File: config.mk
export PLATFORM = sky130hd
export DESIGN_NAME = painterengine_gpu_dma_reader_mc
export DESIGN_NICKNAME = d
export VERILOG_FILES = /design/src/rtl/painterengine_gpu_dma_pkg.sv /design/src/rtl/painterengine_gpu_dma_reader_mc_route.sv /design/src/rtl/painterengine_gpu_dma_reader_mc.sv
export SDC_FILE = /design/constraint.sdc
export NUM_CORES = 1
export LEC_CHECK = 0
export BUFFER_PORTS_ARGS = -buffer_cell sky130_fd_sc_hd__buf_4
export CORE_ASPECT_RATIO = 1.5
export CORE_MARGIN = 4
export CORE_UTILIZATION = 35
export DETAILED_ROUTE_END_ITERATION = 8
export GPL_ROUTABILITY_DRIVEN = 0
export PLACE_DENSITY_LB_ADDON = 0.25
export SLEW_MARGIN = 20
export SYNTH_ARGS = -nofsm -noshare
export SYNTH_HDL_FRONTEND = slang
export SYNTH_SLANG_ARGS = --single-unit
File: constraint.sdc
create_clock -name i_wire_clock -period 6.3 [get_ports i_wire_clock]
set_clock_uncertainty 0.1 [all_clocks]
set_input_delay 0.63 -clock i_wire_clock [delete_from_list [all_inputs] [get_ports i_wire_clock]]
set_output_delay 0.63 -clock i_wire_clock [all_outputs]
set_load 0.03 [all_outputs]
File: src/rtl/painterengine_gpu_dma_pkg.sv
// PainterEngine GPU read DMA: shared types and AXI constants.
// State and error encodings used by the reader and its router.
package painterengine_gpu_dma_pkg;

  typedef enum logic [2:0] {
    ST_IDLE,
    ST_CHECK,
    ST_CALC,
    ST_ADDR,
    ST_DATA,
    ST_DONE,
    ST_ERROR
  } state_t;

  typedef enum logic [2:0] {
    ERR_OK         = 3'd0,
    ERR_ROUTER     = 3'd1,
    ERR_PARAM      = 3'd2,
    ERR_AR_TIMEOUT = 3'd3,
    ERR_R_TIMEOUT  = 3'd4,
    ERR_PROTOCOL   = 3'd5,
    ERR_SLVERR     = 3'd6
  } err_t;

  localparam logic [1:0] ARBURST_INCR = 2'b01;
  localparam logic [3:0] ARCACHE_DEF  = 4'b0010;
  localparam logic [1:0] RRESP_OKAY   = 2'b00;

  function automatic logic [2:0] ar_size(input int dw);
    return 3'($clog2(dw / 8));
  endfunction

endpackage

File: src/rtl/painterengine_gpu_dma_reader_mc_route.sv
// Steers R beats to the latched consumer channel and
// returns that channel's ready as RREADY.
module painterengine_gpu_dma_route
  import painterengine_gpu_dma_pkg::*;
#(
  parameter int CHANNELS   = 4,
  parameter int DATA_WIDTH = 32
) (
  input  logic                           enable,
  input  logic [$clog2(CHANNELS)-1:0]    channel,
  input  logic [DATA_WIDTH-1:0]          rdata,
  input  logic                           rvalid,
  input  logic [CHANNELS-1:0]            data_next,
  output logic [CHANNELS*DATA_WIDTH-1:0] data,
  output logic [CHANNELS-1:0]            data_valid,
  output logic                           rready
);

  localparam int CW = $clog2(CHANNELS);

  always_comb begin
    data       = '0;
    data_valid = '0;
    for (int i = 0; i < CHANNELS; i++) begin
      if (enable && channel == CW'(i)) begin
        data[i*DATA_WIDTH +: DATA_WIDTH] = rdata;
        data_valid[i] = rvalid;
      end
    end
  end

  assign rready = enable & data_next[channel];

endmodule

File: src/rtl/painterengine_gpu_dma_reader_mc.sv
// Multi-channel AXI4 read DMA: one transfer at a time,
// split into bursts that never cross a MAX_BURST boundary.
module painterengine_gpu_dma_reader_mc
  import painterengine_gpu_dma_pkg::*;
#(
  parameter int CHANNELS       = 4,
  parameter int DATA_WIDTH     = 32,
  parameter int ADDR_WIDTH     = 32,
  parameter int LEN_WIDTH      = 32,
  parameter int MAX_BURST      = 256,
  parameter int TIMEOUT_CYCLES = 262144
) (
  input  logic                           i_wire_clock,
  input  logic                           i_wire_resetn,
  input  logic                           i_wire_start,
  input  logic [CHANNELS-1:0]            i_wire_router,
  input  logic [CHANNELS*ADDR_WIDTH-1:0] i_wire_address,
  input  logic [CHANNELS*LEN_WIDTH-1:0]  i_wire_length,
  output logic                           o_wire_busy,
  output logic                           o_wire_done,
  output logic                           o_wire_error,
  output logic [2:0]                     o_wire_error_type,
  output logic [CHANNELS*DATA_WIDTH-1:0] o_wire_data,
  output logic [CHANNELS-1:0]            o_wire_data_valid,
  input  logic [CHANNELS-1:0]            i_wire_data_next,
  output logic                           o_wire_M_AXI_ARID,
  output logic [ADDR_WIDTH-1:0]          o_wire_M_AXI_ARADDR,
  output logic [7:0]                     o_wire_M_AXI_ARLEN,
  output logic [2:0]                     o_wire_M_AXI_ARSIZE,
  output logic [1:0]                     o_wire_M_AXI_ARBURST,
  output logic                           o_wire_M_AXI_ARLOCK,
  output logic [3:0]                     o_wire_M_AXI_ARCACHE,
  output logic [2:0]                     o_wire_M_AXI_ARPROT,
  output logic [3:0]                     o_wire_M_AXI_ARQOS,
  output logic                           o_wire_M_AXI_ARVALID,
  input  logic                           i_wire_M_AXI_ARREADY,
  input  logic                           i_wire_M_AXI_RID,
  input  logic [DATA_WIDTH-1:0]          i_wire_M_AXI_RDATA,
  input  logic [1:0]                     i_wire_M_AXI_RRESP,
  input  logic                           i_wire_M_AXI_RLAST,
  input  logic                           i_wire_M_AXI_RVALID,
  output logic                           o_wire_M_AXI_RREADY
);

  localparam int CW  = $clog2(CHANNELS);
  localparam int SZ  = $clog2(DATA_WIDTH / 8);
  localparam int MBW = $clog2(MAX_BURST);
  localparam int TW  = $clog2(TIMEOUT_CYCLES + 1);
  localparam int LW  = LEN_WIDTH + 1;

  state_t                state;
  err_t                  err;
  logic [CW-1:0]         chan;
  logic [ADDR_WIDTH-1:0] addr;
  logic [LEN_WIDTH-1:0]  len;
  logic [LEN_WIDTH-1:0]  offset;
  logic [LW-1:0]         burst;
  logic [LW-1:0]         beat_cnt;
  logic [TW-1:0]         tmo;

  logic [CW-1:0]         sel_idx;
  logic [MBW-1:0]        beat_idx;
  logic [LW-1:0]         remain;
  logic [LW-1:0]         room;
  logic [LW-1:0]         burst_calc;
  logic [ADDR_WIDTH-1:0] araddr_calc;
  logic [LEN_WIDTH-1:0]  offset_next;
  logic [LW-1:0]         beat_next;
  logic                  rready;
  logic                  rx_hs;
  logic                  tmo_hit;
  logic                  last_beat;
  logic                  unused_rid;

  always_comb begin
    sel_idx = '0;
    for (int i = 0; i < CHANNELS; i++) begin
      if (i_wire_router[i]) sel_idx = CW'(i);
    end
  end

  // Burst length: stop at the transfer end or the aligned boundary
  assign beat_idx    = MBW'(addr >> SZ) + MBW'(offset);
  assign remain      = {1'b0, len} - {1'b0, offset};
  assign room        = LW'(MAX_BURST) - LW'(beat_idx);
  assign burst_calc  = (remain < room) ? remain : room;
  assign araddr_calc = addr + (ADDR_WIDTH'(offset) << SZ);
  assign offset_next = offset + burst[LEN_WIDTH-1:0];
  assign beat_next   = beat_cnt + LW'(1);
  assign last_beat   = (beat_next == burst);
  assign rx_hs       = i_wire_M_AXI_RVALID & rready;
  assign tmo_hit     = (tmo == TW'(TIMEOUT_CYCLES - 1));
  assign unused_rid  = i_wire_M_AXI_RID;

  always_ff @(posedge i_wire_clock or negedge i_wire_resetn) begin
    if (!i_wire_resetn) begin
      state                <= ST_IDLE;
      err                  <= ERR_OK;
      chan                 <= '0;
      addr                 <= '0;
      len                  <= '0;
      offset               <= '0;
      burst                <= '0;
      beat_cnt             <= '0;
      tmo                  <= '0;
      o_wire_M_AXI_ARVALID <= 1'b0;
      o_wire_M_AXI_ARADDR  <= '0;
      o_wire_M_AXI_ARLEN   <= '0;
    end else begin
      unique case (state)
        ST_IDLE, ST_DONE, ST_ERROR: begin
          if (i_wire_start) begin
            chan   <= sel_idx;
            addr   <= i_wire_address[sel_idx*ADDR_WIDTH +: ADDR_WIDTH];
            len    <= i_wire_length[sel_idx*LEN_WIDTH +: LEN_WIDTH];
            offset <= '0;
            tmo    <= '0;
            if ($onehot(i_wire_router)) begin
              state <= ST_CHECK;
              err   <= ERR_OK;
            end else begin
              state <= ST_ERROR;
              err   <= ERR_ROUTER;
            end
          end
        end
        ST_CHECK: begin
          if (addr[SZ-1:0] != '0 || len == '0) begin
            state <= ST_ERROR;
            err   <= ERR_PARAM;
          end else begin
            state <= ST_CALC;
          end
        end
        ST_CALC: begin
          burst                <= burst_calc;
          beat_cnt             <= '0;
          tmo                  <= '0;
          o_wire_M_AXI_ARADDR  <= araddr_calc;
          o_wire_M_AXI_ARLEN   <= 8'(burst_calc - LW'(1));
          o_wire_M_AXI_ARVALID <= 1'b1;
          state                <= ST_ADDR;
        end
        ST_ADDR: begin
          if (i_wire_M_AXI_ARREADY) begin
            o_wire_M_AXI_ARVALID <= 1'b0;
            beat_cnt             <= '0;
            tmo                  <= '0;
            state                <= ST_DATA;
          end else if (tmo_hit) begin
            o_wire_M_AXI_ARVALID <= 1'b0;
            tmo                  <= '0;
            state                <= ST_ERROR;
            err                  <= ERR_AR_TIMEOUT;
          end else begin
            tmo <= tmo + TW'(1);
          end
        end
        ST_DATA: begin
          if (rx_hs) begin
            beat_cnt <= beat_next;
            tmo      <= '0;
            if (i_wire_M_AXI_RRESP != RRESP_OKAY) begin
              state <= ST_ERROR;
              err   <= ERR_SLVERR;
            end else if (i_wire_M_AXI_RLAST != last_beat) begin
              state <= ST_ERROR;
              err   <= ERR_PROTOCOL;
            end else if (last_beat) begin
              offset <= offset_next;
              state  <= (offset_next == len) ? ST_DONE : ST_CALC;
            end
          end else if (!i_wire_M_AXI_RVALID) begin
            if (tmo_hit) begin
              tmo   <= '0;
              state <= ST_ERROR;
              err   <= ERR_R_TIMEOUT;
            end else begin
              tmo <= tmo + TW'(1);
            end
          end
        end
        default: state <= ST_IDLE;
      endcase
    end
  end

  assign o_wire_busy = state inside {ST_CHECK, ST_CALC, ST_ADDR, ST_DATA};
  assign o_wire_done       = (state == ST_DONE);
  assign o_wire_error      = (state == ST_ERROR);
  assign o_wire_error_type = err;

  assign o_wire_M_AXI_ARID    = 1'b0;
  assign o_wire_M_AXI_ARSIZE  = ar_size(DATA_WIDTH);
  assign o_wire_M_AXI_ARBURST = ARBURST_INCR;
  assign o_wire_M_AXI_ARLOCK  = 1'b0;
  assign o_wire_M_AXI_ARCACHE = ARCACHE_DEF;
  assign o_wire_M_AXI_ARPROT  = 3'b000;
  assign o_wire_M_AXI_ARQOS   = 4'b0000;
  assign o_wire_M_AXI_RREADY  = rready;

  painterengine_gpu_dma_route #(
    .CHANNELS   (CHANNELS),
    .DATA_WIDTH (DATA_WIDTH)
  ) u_route (
    .enable     (state == ST_DATA),
    .channel    (chan),
    .rdata      (i_wire_M_AXI_RDATA),
    .rvalid     (i_wire_M_AXI_RVALID),
    .data_next  (i_wire_data_next),
    .data       (o_wire_data),
    .data_valid (o_wire_data_valid),
    .rready     (rready)
  );

endmodule
**Word level (Yosys, flattened, before mapping)**

Index checks and enable logic that the tools add are counted.

- Bits in registers: 230
- Output and inout bits: 198

- Add/subtract/negate cells: 11
- $lt $le $gt $ge: 2
- Eq/ne operators: 28
- Shifts and indexed selects: 2
- Multiplexer cells: 55
- Bitwise operators: 2
- Reduce and logical (&&, ||, !) cells: 24

Operator list:

| cell | count |
|---|---|
| $mux W32 | 9 |
| $shiftx A128 B8 Y32 | 2 |
| $mux W33 | 3 |
| $pmux W33 S3 | 1 |
| $mux W19 | 5 |
| $pmux W19 S4 | 1 |
| $add A32 B32 Y32 | 2 |
| $pmux W32 S2 | 1 |
| $mux W3 | 20 |
| $add A33 B1 Y33 const B | 1 |
| $eq A33 B33 Y1 | 1 |
| $lt A33 B33 Y1 | 1 |
| $sub A32 B32 Y33 | 1 |
| $eq A32 B32 Y1 | 1 |
| $logic_not A32 Y1 | 1 |
| $add A19 B1 Y19 const B | 1 |
| $eq A19 B18 Y1 const B | 1 |
| $ne A2 B2 Y1 const B | 9 |
| $pmux W3 S5 | 1 |
| $pmux W3 S4 | 1 |
| $reduce_bool A4 Y1 | 3 |
| $sub A9 B8 Y10 const A | 1 |
| $eq A3 B3 Y1 const B | 3 |
| $mux W1 | 9 |
| other kinds (28) | 45 |

**Logic depth before layout (Yosys ltp)**

Gate-level depths: netlist of run 1.

- Depth in word-level cells: 8
- Gate-level depth with buffers: 28

**Hierarchy**

From an unflattened synthesis of run 1, not the netlist that was laid out.

- Cell total of the unflattened synthesis: 2627
- Area total of the unflattened synthesis: 20517.2 sq um

Modules (own cells, without submodules):

| module | instances | cells an instance | area each (sq um) | sequential area each (sq um) |
|---|---|---|---|---|
| painterengine_gpu_dma_reader_mc | 1 | 2477 | 19566.3 | 5755.5 |
| painterengine_gpu_dma_route | 1 | 150 | 950.9 | 0.0 |

**Worst setup path after synthesis of run 1**

OpenSTA, ideal clock, no wires.

- Path type: register to register
- Start point: reg offset[0]
- End point: reg o_wire_M_AXI_ARLEN[4]
- Library setup time: 83 ps
- Data arrival time: 5568 ps
- Setup slack: 549 ps
- Cell stages (with the launch flop): 29
- Buffers on the path: 0
- Period minus slack after synthesis: 5751 ps
- Cells stage by stage: dfrtp_1 > ha_1 > inv_1 > fa_1 > nor2b_1 > o31a_1 > a21oi_1 > or2_2 > or2_2 > nor2b_1 > nand4_1 > xor2_1 > ha_1 > and4_1 > nand2_1 > o211ai_1 > nor4_1 > nand3_1 > a2111o_1 > nor4_1 > nand4_1 > nor4_4 > mux2i_1 > ha_1 > nand2_1 > nor2_1 > xor2_1 > mux2i_1 > o21ai_0

- Longest elaborated chain between the ends: 5
- Elaborated cells on any way between the ends: 6
- Classes of those cells: 4 x add/sub; 1 x order compare; 1 x mux

RTL lines:

| what | RTL line | RTL |
|---|---|---|
| start: declaration | painterengine_gpu_dma_reader_mc.sv:56 | `logic [LEN_WIDTH-1:0] offset;` |
| start signal: assignment | painterengine_gpu_dma_reader_mc.sv:170 | `offset <= offset_next;` |
| $add A8 B8 Y8 | painterengine_gpu_dma_reader_mc.sv:83 | `assign beat_idx = MBW'(addr >> SZ) + MBW'(offset);` |
| $sub A9 B8 Y10 | painterengine_gpu_dma_reader_mc.sv:85 | `assign room = LW'(MAX_BURST) - LW'(beat_idx);` |
| $lt A33 B33 Y1 | painterengine_gpu_dma_reader_mc.sv:86 | `assign burst_calc = (remain < room) ? remain : room;` |
| $mux W33 (*) | painterengine_gpu_dma_reader_mc.sv:86 |  |
| $sub A8 B1 Y8 (*) | painterengine_gpu_dma_reader_mc.sv:140 | `o_wire_M_AXI_ARLEN <= 8'(burst_calc - LW'(1));` |
| end signal: assignment | painterengine_gpu_dma_reader_mc.sv:140 |  |
| end: declaration | painterengine_gpu_dma_reader_mc.sv:28 | `output logic [7:0] o_wire_M_AXI_ARLEN,` |

Every way passes the cells marked *; elsewhere a longest branch is shown, timed or not.
A chain may end at the register's enable or synchronous reset.

**Worst setup path in the final report of run 1**

- Start point: reg offset[0]
- End point: reg o_wire_M_AXI_ARLEN[6]

The elaborated chain is that of the path after synthesis.

==> results.md, run 1 <==
* Antenna violations before repair at 2
* Fmax at 168.9 MHz
* Static leakage power at 11.89 nW
* Buf+Inv Stages, Crit Path at 2
* # IOs at 503
* DR vias at 20171
* Tmin final at 5.921 ns
* Most frequent cells in the layout: 510 x buf_4, 271 x nor2_1, 270 x nand2_1, 230 x dfrtp_1, 226 x o21ai_0
* TritonCTS clock tree: done
* Least-Margin Pin Slew at 1.171 ns
* Async SR Flop Fraction at 100.0%
* Die X at 203.4 microns
* Top Family by Delay on Critical Path: simple AND/OR/NAND/NOR gates
* Mean Syn Cell Area at 7.845 sq um
* Nets at 3367
* DRC Markers at 0
* Final hold vios at 0
* First-pass GRT wire length at 111100 microns
* P per Cell Area at 410.3 nW/um^2
* Die H at 301.0 microns
* CP Max Fanout at 6
* CTS Buffer Depth at 3
* First-pass detailed-route iteration total at 6
* Synthesized area at 20040 sq um
* Number of global-route vias before repair at 19673
* Area growth, synth to finish at 25.46%
* Largest net degree at the start of global routing at 117
* Layout cell share with drive strength beyond 1 at 21.16%
* Starting Density at 35.30%
* Fin area at 25140 sq um
* Core Area at 56760 sq um
* Port Buffers at 483
* Post-placement worst setup slack at 0.06875 ns
* Crit path DAT at 6.28 ns
* Final WS setup at 0.3792 ns
* DP HPWL at 58780 microns
* Synth warn at 0
* Slowest cell on crit path: a2111o_1
* Gate Count Post-Synth at 2554
* Skew-Pair Late Insertion Delay at 0.56 ns
* Outcome: finished clean
* First DRT Iteration DRCs at 1360
* Startpoint Class: register
* CTS Sinks at 230
* Final setup violation count at 0
* CP Capture Type: register
* Worst path max stage delay at 0.41 ns
* Vias/cell at 5.403
* Flop-to-flop setup slack at 0.38 ns
* Max-slew headroom at 21.76%
* #FFs+latches synth at 230
* Top FF cell, synth: dfrtp_1
* Max VDD drop at 0.2764 mV
* CP Data Required Time at 6.66 ns
* Max-Cap Viols at 0
* Root buffer cell: clkbuf_16
* Clk slew on worst S/H paths at 0.06 ns
* HP Class: in2async
* Commonest non-fill, non-tap cell in the layout: buf_4
* GR Overflow Total at 0
* Final Max Tran Viols at 0
* Global Route Usage Sum at 22.65%
* Post-synthesis sequential area ratio at 28.72%
* CTS Buf Count at 26
* Routed WL per cell at 19.52 microns
* Distinct cell type count after synthesis at 92
* H-tree depth at 1
* Critical path type: reg2reg
* Hold_ws at 0.03589 ns
* Detail Route Antenna Nets at 0
* Die Footprint at 61220 sq um
* Post-synth EDFFs at 0
* Row count at 107
* Final WL at 72860 microns
* Final Cycle Share at 93.98%
* Post-placement cell area at 24190 sq um
## metal layers
layer,wire length (microns),vias up,global-route usage [%]
met1,29000,9440,27.84
li1,-,9814,-
met2,36230,771,39.65
met5,41,-,0
met3,4174,140,3.307
met4,3419,6,9.417
## Yosys cell counts (all sizes together) (21+ instances only)
library cell,instances,area share [%]
nor2,273,5.1
nand2,272,5.1
o21ai,253,6.7
dfrtp,230,29
a21oi,212,5.3
and2,145,4.5
clkbuf,109,2.0
ha,106,6.6
xnor2,90,3.9
mux2i,85,4.2
inv,79,1.5
xor2,73,3.2
nand3,57,1.4
buf,50,1.5
nor3,41,1.0
nor2b,39,1.2
nand4,34,1.1
and3,31,0.97
a21o,30,1.1
o31ai,29,1.1
nand2b,28,0.87
nor4,23,0.86
o211ai,22,0.85
a211oi,21,0.86
## flip-flops by register name, indices dropped and copies added (netlist names)
register / count
addr: 32
beat_cnt: 33
burst: 33
chan: 2
len: 32
o_wire_M_AXI_ARADDR: 32
o_wire_M_AXI_ARLEN: 8
o_wire_M_AXI_ARVALID: 1
o_wire_error_type: 3
offset: 32
state: 3
tmo: 19
## through the flow
stage          util [%]  TNS (ns)  std cells  total power [mW]
3_3_place_gp      42.62         0       3681             8.499
3_5_place_dp      42.62         0       3681             8.620
5_1_grt           44.28   -0.1514       3731             11.13
2_1_floorplan         -         0       2570             6.615
4_1_cts           44.07         0       3725             10.17
6_report          44.28         0       3733             10.31
## kinds of logic after synthesis
family	after synthesis	share of synthesized area [%]
AOI/OAI and AO/OA	711	21.98
xor gates and xnor gates	172	8.143
and+or+nand+nor	997	24.24
buffers and inverters	239	5.102
muxes	93	4.752
DFF	230	28.72
adders and majority gates	110	7.019
other	2	0.03748
## layout make-up
class,count,area (sq um)
Multi-Input combinational cell,2101,13420
Clock inverter,11,96.34
Tap cell,763,954.7
Sequential cell,230,5756
Clock buffer,33,728.2
Antenna cell,2,5.005
Fill cell,5757,31630
Inverter,80,302.8
Timing Repair Buffer,513,3875
## worst register-to-register path, delay by kind of cell, from the launching register on
family                   cells  cell delay (ns)
AO/OA/AOI/OAI                5             0.87
XOR/XNOR                     2             0.39
buffers and inverters        2             0.25
AND/OR/NAND/NOR             14             2.47
multiplexers                 2             0.37
flip-flops                   1             0.35
adder cells (fa/ha/maj)      4             1.05
## timing repair
action / in CTS / in global routing
hold buffers: 0 / 0
buffers inserted: 0 / 6
setup endpoints to repair: 0 / 3
endpoints found under the hold margin: 0 / 0
gates resized for setup: 0 / 15
## worst paths after layout
| kind | start | depth (start not counted) | to |
|---|---|---|---|
| min in group i_wire_clock | i_wire_length[119] | 3 | len[23] |
| worst max register to register | offset[0] | 29 | o_wire_M_AXI_ARLEN[6] |
| worst min-delay path | i_wire_resetn | 1 | o_wire_M_AXI_ARADDR[14] |
| worst min register to register | o_wire_M_AXI_ARADDR[17] | 2 | o_wire_M_AXI_ARADDR[17] |
| max in group asynchronous | i_wire_resetn | 2 | beat_cnt[18] |
| worst max-delay path | offset[0] | 29 | o_wire_M_AXI_ARLEN[6] |
## report_power, final
part | switching (mW) | total (mW) | leakage [nW] | internal [mW]
logic | 3.94 | 6.46 | 8.44 | 2.52
clock network | 0.641 | 1.50 | 0.405 | 0.855
registers | 0.490 | 2.35 | 3.04 | 1.86
total | 5.08 | 10.3 | 11.9 | 5.24
Note: power is estimated with default switching activity, not from simulation.
==> run 2: changes to the inputs <==
--- a/config.mk
+++ b/config.mk
@@ -11,8 +11,10 @@
 export CORE_UTILIZATION = 35
 export DETAILED_ROUTE_END_ITERATION = 8
 export GPL_ROUTABILITY_DRIVEN = 0
+export MAX_ROUTING_LAYER = met4
 export PLACE_DENSITY_LB_ADDON = 0.25
 export SLEW_MARGIN = 20
 export SYNTH_ARGS = -nofsm -noshare
 export SYNTH_HDL_FRONTEND = slang
+export SYNTH_HIERARCHICAL = 1
 export SYNTH_SLANG_ARGS = --single-unit
==> run 2 against run 1 <==
Maximum frequency down 1.8%. Via count grew 4.1%. Final area up 2.5%. Clock power barely moved. First-iteration DRC count increased by 5.0%. Worst hold slack gained 0.23 ns. Count of clock-buffer cells in the layout fell by 5. Synthesized cell count grew 2.9%. Largest power group unchanged.
==> results.md, run 2 <==
* Synth area leader: dfrtp_1 (unchanged)
* Critical R2R Launch: addr[2] (was offset[0])
* Sw Share at 50.14% (was 49.21%)
* Die Footprint at 62640 sq um (was 61220 sq um)
* Placed Cells at 3763 (was 3681)
* Nets at 3443 (was 3367)
* Final hold vios at 0 (unchanged)
* P_int at 5.649 mW (was 5.239 mW)
* Gate Count Post-Synth at 2627 (was 2554)
* #FFs+latches synth at 230 (unchanged)
* Final Cycle Share at 95.66% (was 93.98%)
* DP HPWL at 61210 microns (was 58780 microns)
* Final WL at 75380 microns (was 72860 microns)
* Die H at 304.5 microns (was 301.0 microns)
* ANT cells at 0 (was 2)
* Max-slew headroom at 30.19% (was 21.76%)
* Register share of total power at 21.2% (was 22.8%)
* Most frequent cells in the layout: 525 x buf_4, 251 x nor2_1, 238 x nand2_1, 235 x o21ai_0, 230 x dfrtp_1 (was 510 x buf_4, 271 x nor2_1, 270 x nand2_1, 230 x dfrtp_1, 226 x o21ai_0)
* Global Route Usage Sum at 23.38% (was 22.65%)
* Port Buffers at 483 (unchanged)
* Post-layout util at 44.46% (was 44.28%)
* Detail Route Antenna Nets at 0 (unchanged)
* P per Cell Area at 439.6 nW/um^2 (was 410.3 nW/um^2)
* Row count at 108 (was 107)
* CP Capture Type: register (unchanged)
* Outcome: finished clean (unchanged)
* Number of global-route vias before repair at 20367 (was 19673)
* Vias/cell at 5.502 (was 5.403)
* Core Area at 57970 sq um (was 56760 sq um)
* DR vias at 20996 (was 20171)
* Fmax at 165.9 MHz (was 168.9 MHz)
* Worst Min Path Start: i_wire_length[122]
* Power consumption at 11.33 mW (was 10.31 mW)
* Routed WL per cell at 19.75 microns (was 19.52 microns)
* Sw power at 5.681 mW (was 5.075 mW)
* CP Max Fanout at 5 (was 6)
* Crit path DAT at 6.31 ns (was 6.28 ns)
* Antenna violations before repair at 0 (was 2)
* Post-synth EDFFs at 0 (unchanged)
* CTS Sinks at 230 (unchanged)
* Startpoint Class: register (unchanged)
* Distinct cell type count after synthesis at 94 (was 92)
* GR Overflow Total at 0 (unchanged)
* Async SR Flop Fraction at 100.0% (unchanged)
* Tmin final at 6.027 ns (was 5.921 ns)
* Slowest cell on crit path: or4b_1 (was a2111o_1)
* Worst path max stage delay at 0.52 ns (was 0.41 ns)
* Fin area at 25770 sq um (was 25140 sq um)
* First-pass detailed-route iteration total at 6 (unchanged)
* Area growth, synth to finish at 25.62% (was 25.46%)
* Layout cell share with drive strength beyond 1 at 21.01% (was 21.16%)
* First-pass GRT wire length at 114000 microns (was 111100 microns)
* Logic gate share of total power at 65.4% (was 62.7%)
* # IOs at 503 (unchanged)
* Starting Density at 35.39% (was 35.30%)
* Clk slew on worst S/H paths at 0.07 ns (was 0.06 ns)
* CTS Buf Count at 25 (was 26)
* Crit. Startpoint: addr[2] (was offset[0])
* Max-Cap Viols at 0 (unchanged)
* Static leakage power at 12.28 nW (was 11.89 nW)
* TritonCTS clock tree: done (unchanged)
* Clk pwr share at 13.4% (was 14.5%)
* Largest net degree at the start of global routing at 152 (was 117)
* HP Class: in2reg (was in2async)
* Top cells by count, synth: 251 x nor2_1, 239 x nand2_1, 237 x o21ai_0, 231 x a21oi_1, 230 x dfrtp_1 (was 273 x nor2_1, 272 x nand2_1, 230 x dfrtp_1, 228 x o21ai_0, 212 x a21oi_1)
* Post-synthesis sequential area ratio at 28.05% (was 28.72%)
* Synthesized area at 20520 sq um (was 20040 sq um)
* Critical path type: reg2reg (unchanged)
* Top FF cell, synth: dfrtp_1 (unchanged)
* Post-placement cell area at 24750 sq um (was 24190 sq um)
* Top post-synthesis cells by area: dfrtp_1 28%, ha_1 6.5%, o21ai_0 5.8% (was dfrtp_1 29%, ha_1 6.6%, o21ai_0 5.7%)
* Root buffer cell: clkbuf_16 (unchanged)
* Skew-Pair Late Insertion Delay at 0.55 ns (was 0.56 ns)
* DRC Markers at 0 (unchanged)
* Final Max Tran Viols at 0 (unchanged)
* CP Data Required Time at 6.59 ns (was 6.66 ns)
* CTS Buffer Depth at 3 (unchanged)
* H-tree depth at 1 (unchanged)
* Final setup violation count at 0 (unchanged)
* Mean Syn Cell Area at 7.810 sq um (was 7.845 sq um)
* Max VDD drop at 0.2777 mV (was 0.2764 mV)
* Yosys top cell area share at 28.05% (was 28.72%)
* Least-Margin Pin Slew at 1.047 ns (was 1.171 ns)
* Finished Layout Cells at 3816 (was 3733)
* First DRT Iteration DRCs at 1428 (was 1360)
* Commonest non-fill, non-tap cell in the layout: buf_4 (unchanged)
* Largest registers: beat_cnt (33), burst (33) (unchanged)
* Synth warn at 6 (was 0)
* Most common cell in the synthesized netlist: nor2_1 (unchanged)
* Die X at 205.7 microns (was 203.4 microns)
[run 2: per-stage QoR]
| step | worst slack (ns) | TNS (ns) | hold WS (ns) |
|---|---|---|---|
| detailed placement | 0.1131 | 0 | 0.3747 |
| finish | 0.2733 | 0 | 0.2645 |
| global route | -0.06116 | -0.06116 | 0.2761 |
| CTS | 0.009810 | 0 | 0.2425 |
| floorplan | 0.7326 | 0 | 0.2344 |
| global placement | 0.1821 | 0 | 0.3659 |
[run 2: repair_timing]
action                                 in CTS  in global routing
setup endpoints to repair                   0                  3
hold buffers                                1                  0
buffers inserted                            0                  7
endpoints found under the hold margin      36                  0
gates resized for setup                     0                 26
[run 2: power by group through the flow]
| stage | Clock [mW] | Combinational (mW) | Sequential (mW) |
|---|---|---|---|
| 2_1_floorplan | 0 | 4.67 | 2.40 |
| 3_3_place_gp | 0 | 7.01 | 2.40 |
| 3_5_place_dp | 0 | 7.10 | 2.42 |
| 4_1_cts | 1.57 | 7.13 | 2.39 |
| 5_1_grt | 1.61 | 8.07 | 2.44 |
| 6_report | 1.52 | 7.41 | 2.40 |
[run 2: layer usage]
metal | wire length (microns) | track usage (%) | vias to the layer above
li1 | - | - | 10087
met1 | 28310 | 25.90 | 9768
met4 | 5108 | 12.84 | 0
met2 | 37220 | 40.82 | 940
met3 | 4734 | 2.414 | 201
met5 | 0 | - | -
[run 2: worst paths after layout]
path                                      endpoint  cells past startpoint  slack [ns]
setup / recovery             o_wire_M_AXI_ARLEN[6]                     30        0.27
hold / removal                             len[26]                      3        0.26
setup reg to reg             o_wire_M_AXI_ARLEN[6]                     30        0.27
hold reg to reg             o_wire_M_AXI_ARADDR[6]                      2        0.38
max in group asynchronous               offset[23]                      3        4.30
min in group asynchronous  o_wire_M_AXI_ARADDR[13]                      2        0.53
[run 2: kinds of logic after synthesis]
| group | synth area share [%] |
|---|---|
| and+or+nand+nor | 25.38 |
| AOI/OAI and AO/OA | 20.90 |
| buffers and inverters | 5.165 |
| DFF | 28.05 |
| xor gates and xnor gates | 8.812 |
| adders and majority gates | 6.855 |
| muxes | 4.805 |
| other | 0.03660 |
[run 2: final cells by class]
| cell class | instances | area, sq um |
|---|---|---|
| fillers | 5779 | 32200 |
| clock inverters | 17 | 157.7 |
| clock buffers | 28 | 666.9 |
| inverters | 84 | 315.3 |
| multi-input cells | 2158 | 13920 |
| well taps | 770 | 963.4 |
| repair buffers | 529 | 3998 |
| flip-flops and latches | 230 | 5756 |
[run 2: critical path, delay by kind of cell, from the launching register on]
family	cells	cell delay, ns
buffers and inverters	5	0.59
adders and majority gates	4	0.99
DFF	1	0.37
muxes	2	0.39
and+or+nand+nor	12	2.56
AOI/OAI and AO/OA	6	0.78
xor gates and xnor gates	1	0.09
